File: config.mk
export PLATFORM = sky130hd
export DESIGN_NAME = sum_deskew_collector
export DESIGN_NICKNAME = d
export VERILOG_FILES = /design/src/rtl/systolic_pkg.sv /design/src/rtl/sync_fifo.sv /design/src/rtl/sum_deskew_collector.sv
export SDC_FILE = /design/constraint.sdc
export NUM_CORES = 2
export LEC_CHECK = 0
export CAP_MARGIN = 20
export CORE_MARGIN = 1
export CORE_UTILIZATION = 61
export CTS_CLUSTER_SIZE = 25
export DETAILED_ROUTE_END_ITERATION = 10
export PLACE_DENSITY = 0.85
export RECOVER_POWER = 100
export SETUP_SLACK_MARGIN = 0.05
export SYNTH_ARGS = -nofsm -noshare
export SYNTH_HDL_FRONTEND = slang
export SYNTH_SLANG_ARGS = --single-unit
File: constraint.sdc
create_clock -name clk -period 5.5 [get_ports clk]
set_input_delay 0.55 -clock clk [delete_from_list [all_inputs] [get_ports clk]]
set_output_delay 0.55 -clock clk [all_outputs]
set_load 0.1 [all_outputs]
File: src/rtl/systolic_pkg.sv
// Shared constants and row typedef for the systolic matrix-multiply array and its
// edge feeders/collectors.
package systolic_pkg;

   localparam int DEFAULT_N            = 4;
   localparam int DEFAULT_DATA_WIDTH   = 8;
   localparam int DEFAULT_RESULT_WIDTH = 32;

   // One packed result row, column j at bits [j*RESULT_WIDTH +: RESULT_WIDTH].
   typedef logic [DEFAULT_N*DEFAULT_RESULT_WIDTH-1:0] row_t;

endpackage

File: src/rtl/sync_fifo.sv
// Synchronous first-word-fall-through FIFO with full/empty/count status.
// A write while full is accepted only when a read happens in the same cycle.
module sync_fifo #(
   parameter  int WIDTH = 8,
   parameter  int DEPTH = 16,
   localparam int AW    = $clog2(DEPTH),
   localparam int CW    = AW + 1
) (
   input  logic             clk,
   input  logic             reset,
   input  logic             wr_en,
   input  logic [WIDTH-1:0] wr_data,
   input  logic             rd_en,
   output logic [WIDTH-1:0] rd_data,
   output logic             full,
   output logic             empty,
   output logic [CW-1:0]    count
);

   logic [WIDTH-1:0] mem [DEPTH];
   logic [AW-1:0]    wr_ptr;
   logic [AW-1:0]    rd_ptr;
   logic [CW-1:0]    count_q;
   logic             wr_fire;
   logic             rd_fire;

   always_comb begin
      full    = (count_q == CW'(DEPTH));
      empty   = (count_q == '0);
      wr_fire = wr_en && (!full || rd_en);
      rd_fire = rd_en && !empty;
      rd_data = mem[rd_ptr];
      count   = count_q;
   end

   always_ff @(posedge clk) begin
      if (reset) begin
         wr_ptr  <= '0;
         rd_ptr  <= '0;
         count_q <= '0;
      end else begin
         if (wr_fire) wr_ptr <= wr_ptr + AW'(1);
         if (rd_fire) rd_ptr <= rd_ptr + AW'(1);
         case ({wr_fire, rd_fire})
            2'b10:   count_q <= count_q + CW'(1);
            2'b01:   count_q <= count_q - CW'(1);
            default: count_q <= count_q;
         endcase
      end
   end

   // Storage carries no reset; pointers and count define what is valid.
   always_ff @(posedge clk) begin
      if (wr_fire) mem[wr_ptr] <= wr_data;
   end

endmodule

File: src/rtl/sum_deskew_collector.sv
// Bottom-edge collector of the systolic array: deskews per-column sums into
// aligned rows, buffers them and hands them downstream with tile markers.
module sum_deskew_collector
   import systolic_pkg::*;
#(
   parameter int N            = DEFAULT_N,
   parameter int RESULT_WIDTH = DEFAULT_RESULT_WIDTH,
   parameter int DEPTH        = 16,
   parameter int SLACK        = 8
) (
   input  logic                      clk,
   input  logic                      reset,
   input  logic [N-1:0]              col_valid,
   input  logic [N*RESULT_WIDTH-1:0] col_sum,
   input  logic [15:0]               tile_rows,
   output logic                      out_valid,
   input  logic                      out_ready,
   output logic [N*RESULT_WIDTH-1:0] out_data,
   output logic                      out_last,
   output logic                      tile_done,
   output logic                      space_avail,
   output logic                      overflow,
   output logic                      skew_err
);

   localparam int RW    = RESULT_WIDTH;
   localparam int ROW_W = N * RW;
   localparam int CW    = $clog2(DEPTH) + 1;

   logic [N-1:0]     aligned_valid;
   logic [ROW_W-1:0] aligned_sum;

   // Column j lags column 0 by j cycles, so it needs N-1-j stages to catch up.
   for (genvar j = 0; j < N; j++) begin : g_col
      localparam int D = N - 1 - j;
      if (D == 0) begin : g_pass
         assign aligned_valid[j]         = col_valid[j];
         assign aligned_sum[j*RW +: RW]  = col_sum[j*RW +: RW];
      end else begin : g_dly
         logic [D-1:0]  v_sr;
         logic [RW-1:0] s_sr [D];
         always_ff @(posedge clk) begin
            if (reset) begin
               v_sr <= '0;
            end else begin
               v_sr[0] <= col_valid[j];
               for (int k = 1; k < D; k++) v_sr[k] <= v_sr[k-1];
            end
         end
         always_ff @(posedge clk) begin
            s_sr[0] <= col_sum[j*RW +: RW];
            for (int k = 1; k < D; k++) s_sr[k] <= s_sr[k-1];
         end
         assign aligned_valid[j]        = v_sr[D-1];
         assign aligned_sum[j*RW +: RW] = s_sr[D-1];
      end
   end

   logic [ROW_W:0]  fifo_head;
   logic            fifo_full;
   logic            fifo_empty;
   logic [CW-1:0]   fifo_count;
   logic [CW-1:0]   count_next;
   logic [15:0]     row_cnt;
   logic            row_full;
   logic            row_partial;
   logic            row_last;
   logic            push;
   logic            pop;
   logic            drop;

   // Downstream handshake: out_valid/out_data/out_last hold steady until the
   // cycle where out_valid & out_ready are both high; that edge pops the head.
   always_comb begin
      row_full    = &aligned_valid;
      row_partial = (|aligned_valid) && !row_full;
      row_last    = (tile_rows == 16'd0) || (row_cnt == tile_rows - 16'd1);
      pop         = !fifo_empty && out_ready;
      push        = row_full && (!fifo_full || pop);
      drop        = row_full && fifo_full && !pop;
      count_next  = fifo_count + CW'(push) - CW'(pop);
      out_valid   = !fifo_empty;
      out_last    = fifo_empty ? 1'b0 : fifo_head[ROW_W];
      out_data    = fifo_empty ? '0 : fifo_head[ROW_W-1:0];
      tile_done   = pop && fifo_head[ROW_W];
   end

   sync_fifo #(
      .WIDTH (ROW_W + 1),
      .DEPTH (DEPTH)
   ) u_fifo (
      .clk     (clk),
      .reset   (reset),
      .wr_en   (push),
      .wr_data ({row_last, aligned_sum}),
      .rd_en   (pop),
      .rd_data (fifo_head),
      .full    (fifo_full),
      .empty   (fifo_empty),
      .count   (fifo_count)
   );

   always_ff @(posedge clk) begin
      if (reset) begin
         row_cnt     <= '0;
         overflow    <= 1'b0;
         skew_err    <= 1'b0;
         space_avail <= 1'b1;
      end else begin
         if (push) row_cnt <= row_last ? 16'd0 : row_cnt + 16'd1;
         if (drop) overflow <= 1'b1;
         if (row_partial) skew_err <= 1'b1;
         space_avail <= (int'(count_next) + SLACK) <= DEPTH;
      end
   end

endmodule
==> impl_metrics.csv <==
group,metric,value,unit
status,status,"finished, violations left",
status,violations,"capacitance limit, slew limit",
timing,fin_ws,0.4805,ns
die,die_area,0.1403,mm²
die,die_h,374.6,µm
grt,met2_usage,47.26,%
finish,final_common_cell,"edfxtp_1",
power_and_ir_drop,p_leak,30.17,nW
worst_setup_path,critical-path-top-delay-family,"buffers and inverters",
synth,syn_area,0.08470,mm²
synth,synthCells,3532,
finish,postLayoutCoreUtil,70.25,%
clock_tree,cts-buffers-inserted,214,
die,dieWidth,374.6,µm
route,wl,195.2,mm
clock_tree,cts_resized,0,
placement,preCtsSetupSlack,1.385,ns
synth,avgSynthCellArea,23.98,µm²
power_and_ir_drop,ir_drop,0.3094,mV
timing,worstMarginPinSlew,3.785,ns
synth,synthMuxAreaShare,17.16,%
timing,drv_slew,828,
timing,fin_worst_skew,0.02308,ns
synth,syn_nets,3704,
clock_tree,cts.clk_slew.worst_paths,0.07,ns
worst_setup_path,cp_slowest_cell,"clkbuf_2",
worst_setup_path,path_cells,"buf_12 > clkbuf_2 > mux4_2 > mux4_2 > and2_1 > clkbuf_2",
synth,yosysWarnings,0,
synth,synthArstFlopShare,0,%
synth,synth.distinct_cells,60,
synth,synth_ff_type,"edfxtp_1",
worst_setup_path,crit_arrival,4.47,ns
route,drcViolationCount,0,
worst_setup_path,cp_max_fo,93,
route,vias,39370,
grt,grt_overflow,0,
synth,synth_compound_area_share,0.3811,%
route,drt-initial-drc-count,4601,
placement,placement.cell_area,0.09010,mm²
finish,drive_gt1_share,27.69,%
synth,synth_top_family_by_area,"multiplexers",
grt,grt-busiest-layer,"met2",
placement,gp_congestion,0.8165,
clock_tree,htreeDepth,4,
clock_tree,cts_tree,"yes",
die,start_util,61.53,%
placement,io_buffers,284,
synth,ys_seq_area_share,78.71,%
grt,use_met1,36.25,%
finish,layout_common_cells,"edfxtp_1, mux4_2, dfxtp_1, clkbuf_16, dlygate4sd3_1",
finish,fin_area,0.09671,mm²
synth,synth_edf_count,2064,
timing,slew_headroom,-152.3,%
grt,grt_max_degree,94,
worst_setup_path,crit_path_end_kind,"output port",
finish,final_nets,4113,
route,antenna_left,0,
synth,ys_ff_latch,2298,
power_and_ir_drop,power.total,34.16,mW
grt,grt_usage,28.30,%
grt,antenna_found_initial,26,
grt,grt_pass1_vias,40770,
worst_setup_path,slowest_delay,0.88,ns
worst_setup_path,crit_path_start_kind,"register",
synth,synth_fa_ha_area_share,0.3279,%
grt,grt_pass1_wl,280.7,mm
timing,finalCriticalPeriod,5.020,ns
timing,fmax,199.2,MHz
timing,finalSetupViolCount,0,
worst_setup_path,critPathRequiredTime,4.95,ns
clock_tree,postCtsSetupRepairBufs,0,
timing,fin_crit_sh,91.26,%
grt,grt_use_met3,6.457,%
clock_tree,cts_buffer_depth,3,
clock_tree,clkLatencyLatePin,0.83,ns
die,top_level_ports,285,
clock_tree,cts_hold_buffers,0,
clock_tree,clock_sinks,2298,
power_and_ir_drop,p_per_area,353.2,mW/mm²
route,routed_via_density,6.633,
die,rows,136,
worst_setup_path,path_buf_inv,3,
finish,area_delta_synth_final,14.18,%
timing,rsz0062_at_grt,"false",
placement,dpl.hpwl,94.35,mm
timing,fin_setup_tns,0,ns
route,drtPass1Iterations,7,
clock_tree,root_buffer,"clkbuf_16",
job,max_cap_violations,21,
synth,yosys.area_share.simple,2.053,%
synth,synthXorXnorAreaFrac,0.4446,%
route,wire_per_inst,32.89,µm
min_path,hold_class,"input pin to register",
die,coreArea,0.1377,mm²
timing,finalHoldViolations,0,
worst_setup_path,path_class,"register to output port",
[routing by layer]
layer	up-vias	part of all wire [%]
met5	-	0.065
met4	24	3.9
met3	442	8.7
met2	2275	52
met1	20880	36
li1	15750	-
[where the power goes]
group	internal [mW]	total [mW]	switching (mW)	leakage, nW
combinational	0.0999	0.226	0.126	6.23
sequential	19.1	19.2	0.158	20.5
clock	8.23	14.7	6.49	3.45
[flip-flops by register name, indices dropped and copies added (netlist names), named ones only]
signal,count
g_col.g_dly.s_sr,192
g_col.g_dly.v_sr,6
overflow,1
row_cnt,16
skew_err,1
space_avail,1
u_fifo.count,5
u_fifo.mem,2064
u_fifo.rd_ptr,4
u_fifo.wr_ptr,4
[through the flow]
stage,hold slack (ns),cells
after global placement,0.3098,5518
final,0.2610,5936
after detailed placement,0.3121,5519
after global routing,0.2292,5930
after CTS,0.09242,5926
after floorplan,0.3096,3532
[Yosys cell counts, drive strengths merged (7+ instances only)]
library cell / instances / area share, %
xor2: 26 / 0.27
and2: 140 / 1.0
and3: 10 / 0.074
dfxtp: 234 / 5.5
edfxtp: 2064 / 73
and4: 7 / 0.072
xnor2: 17 / 0.18
nor4: 7 / 0.077
mux4: 644 / 17
inv: 17 / 0.075
nand4: 12 / 0.096
clkbuf: 114 / 0.51
nor2: 34 / 0.15
nand2: 13 / 0.058
nand3: 11 / 0.080
buf: 61 / 0.35
nor2b: 9 / 0.066
nor3: 21 / 0.18
o21ai: 8 / 0.047
a21oi: 16 / 0.11
ha: 19 / 0.28
[area by class of cell]
class                      instances  area (µm²)
clock buffer                     285        5926
inverter                          17       63.81
tap                             1794        2245
multi-input combinational       1042       17210
antenna                           10       25.02
timing repair buffer             368        3466
clock inverter                   122        1096
sequential                      2298       66680
fill                            7688       40950
[cell families (layout without fill, tap and decap cells)]
| kind of cell | count (synthesis) | count (layout) |
|---|---|---|
| other cells | 0 | 10 |
| flops | 2298 | 2298 |
| fa+ha+maj | 21 | 21 |
| simple gates | 283 | 283 |
| buf+inv | 192 | 792 |
| mux | 647 | 647 |
| compound gates | 48 | 48 |
| xor+xnor | 43 | 43 |
[final timing paths]
check                        startpoint                         end  slack, ns  cells after the start
max reg2reg             u_fifo.count[3]           u_fifo.mem[2][80]       0.49                      7
min                         col_sum[28]  g_col[0].g_dly.s_sr[0][28]       0.26                      1
min reg2reg  g_col[0].g_dly.s_sr[0][10]  g_col[0].g_dly.s_sr[0][42]       0.31                      0
max                            register                out_data[50]       0.48                      6
Note: power is estimated with default switching activity, not from simulation.
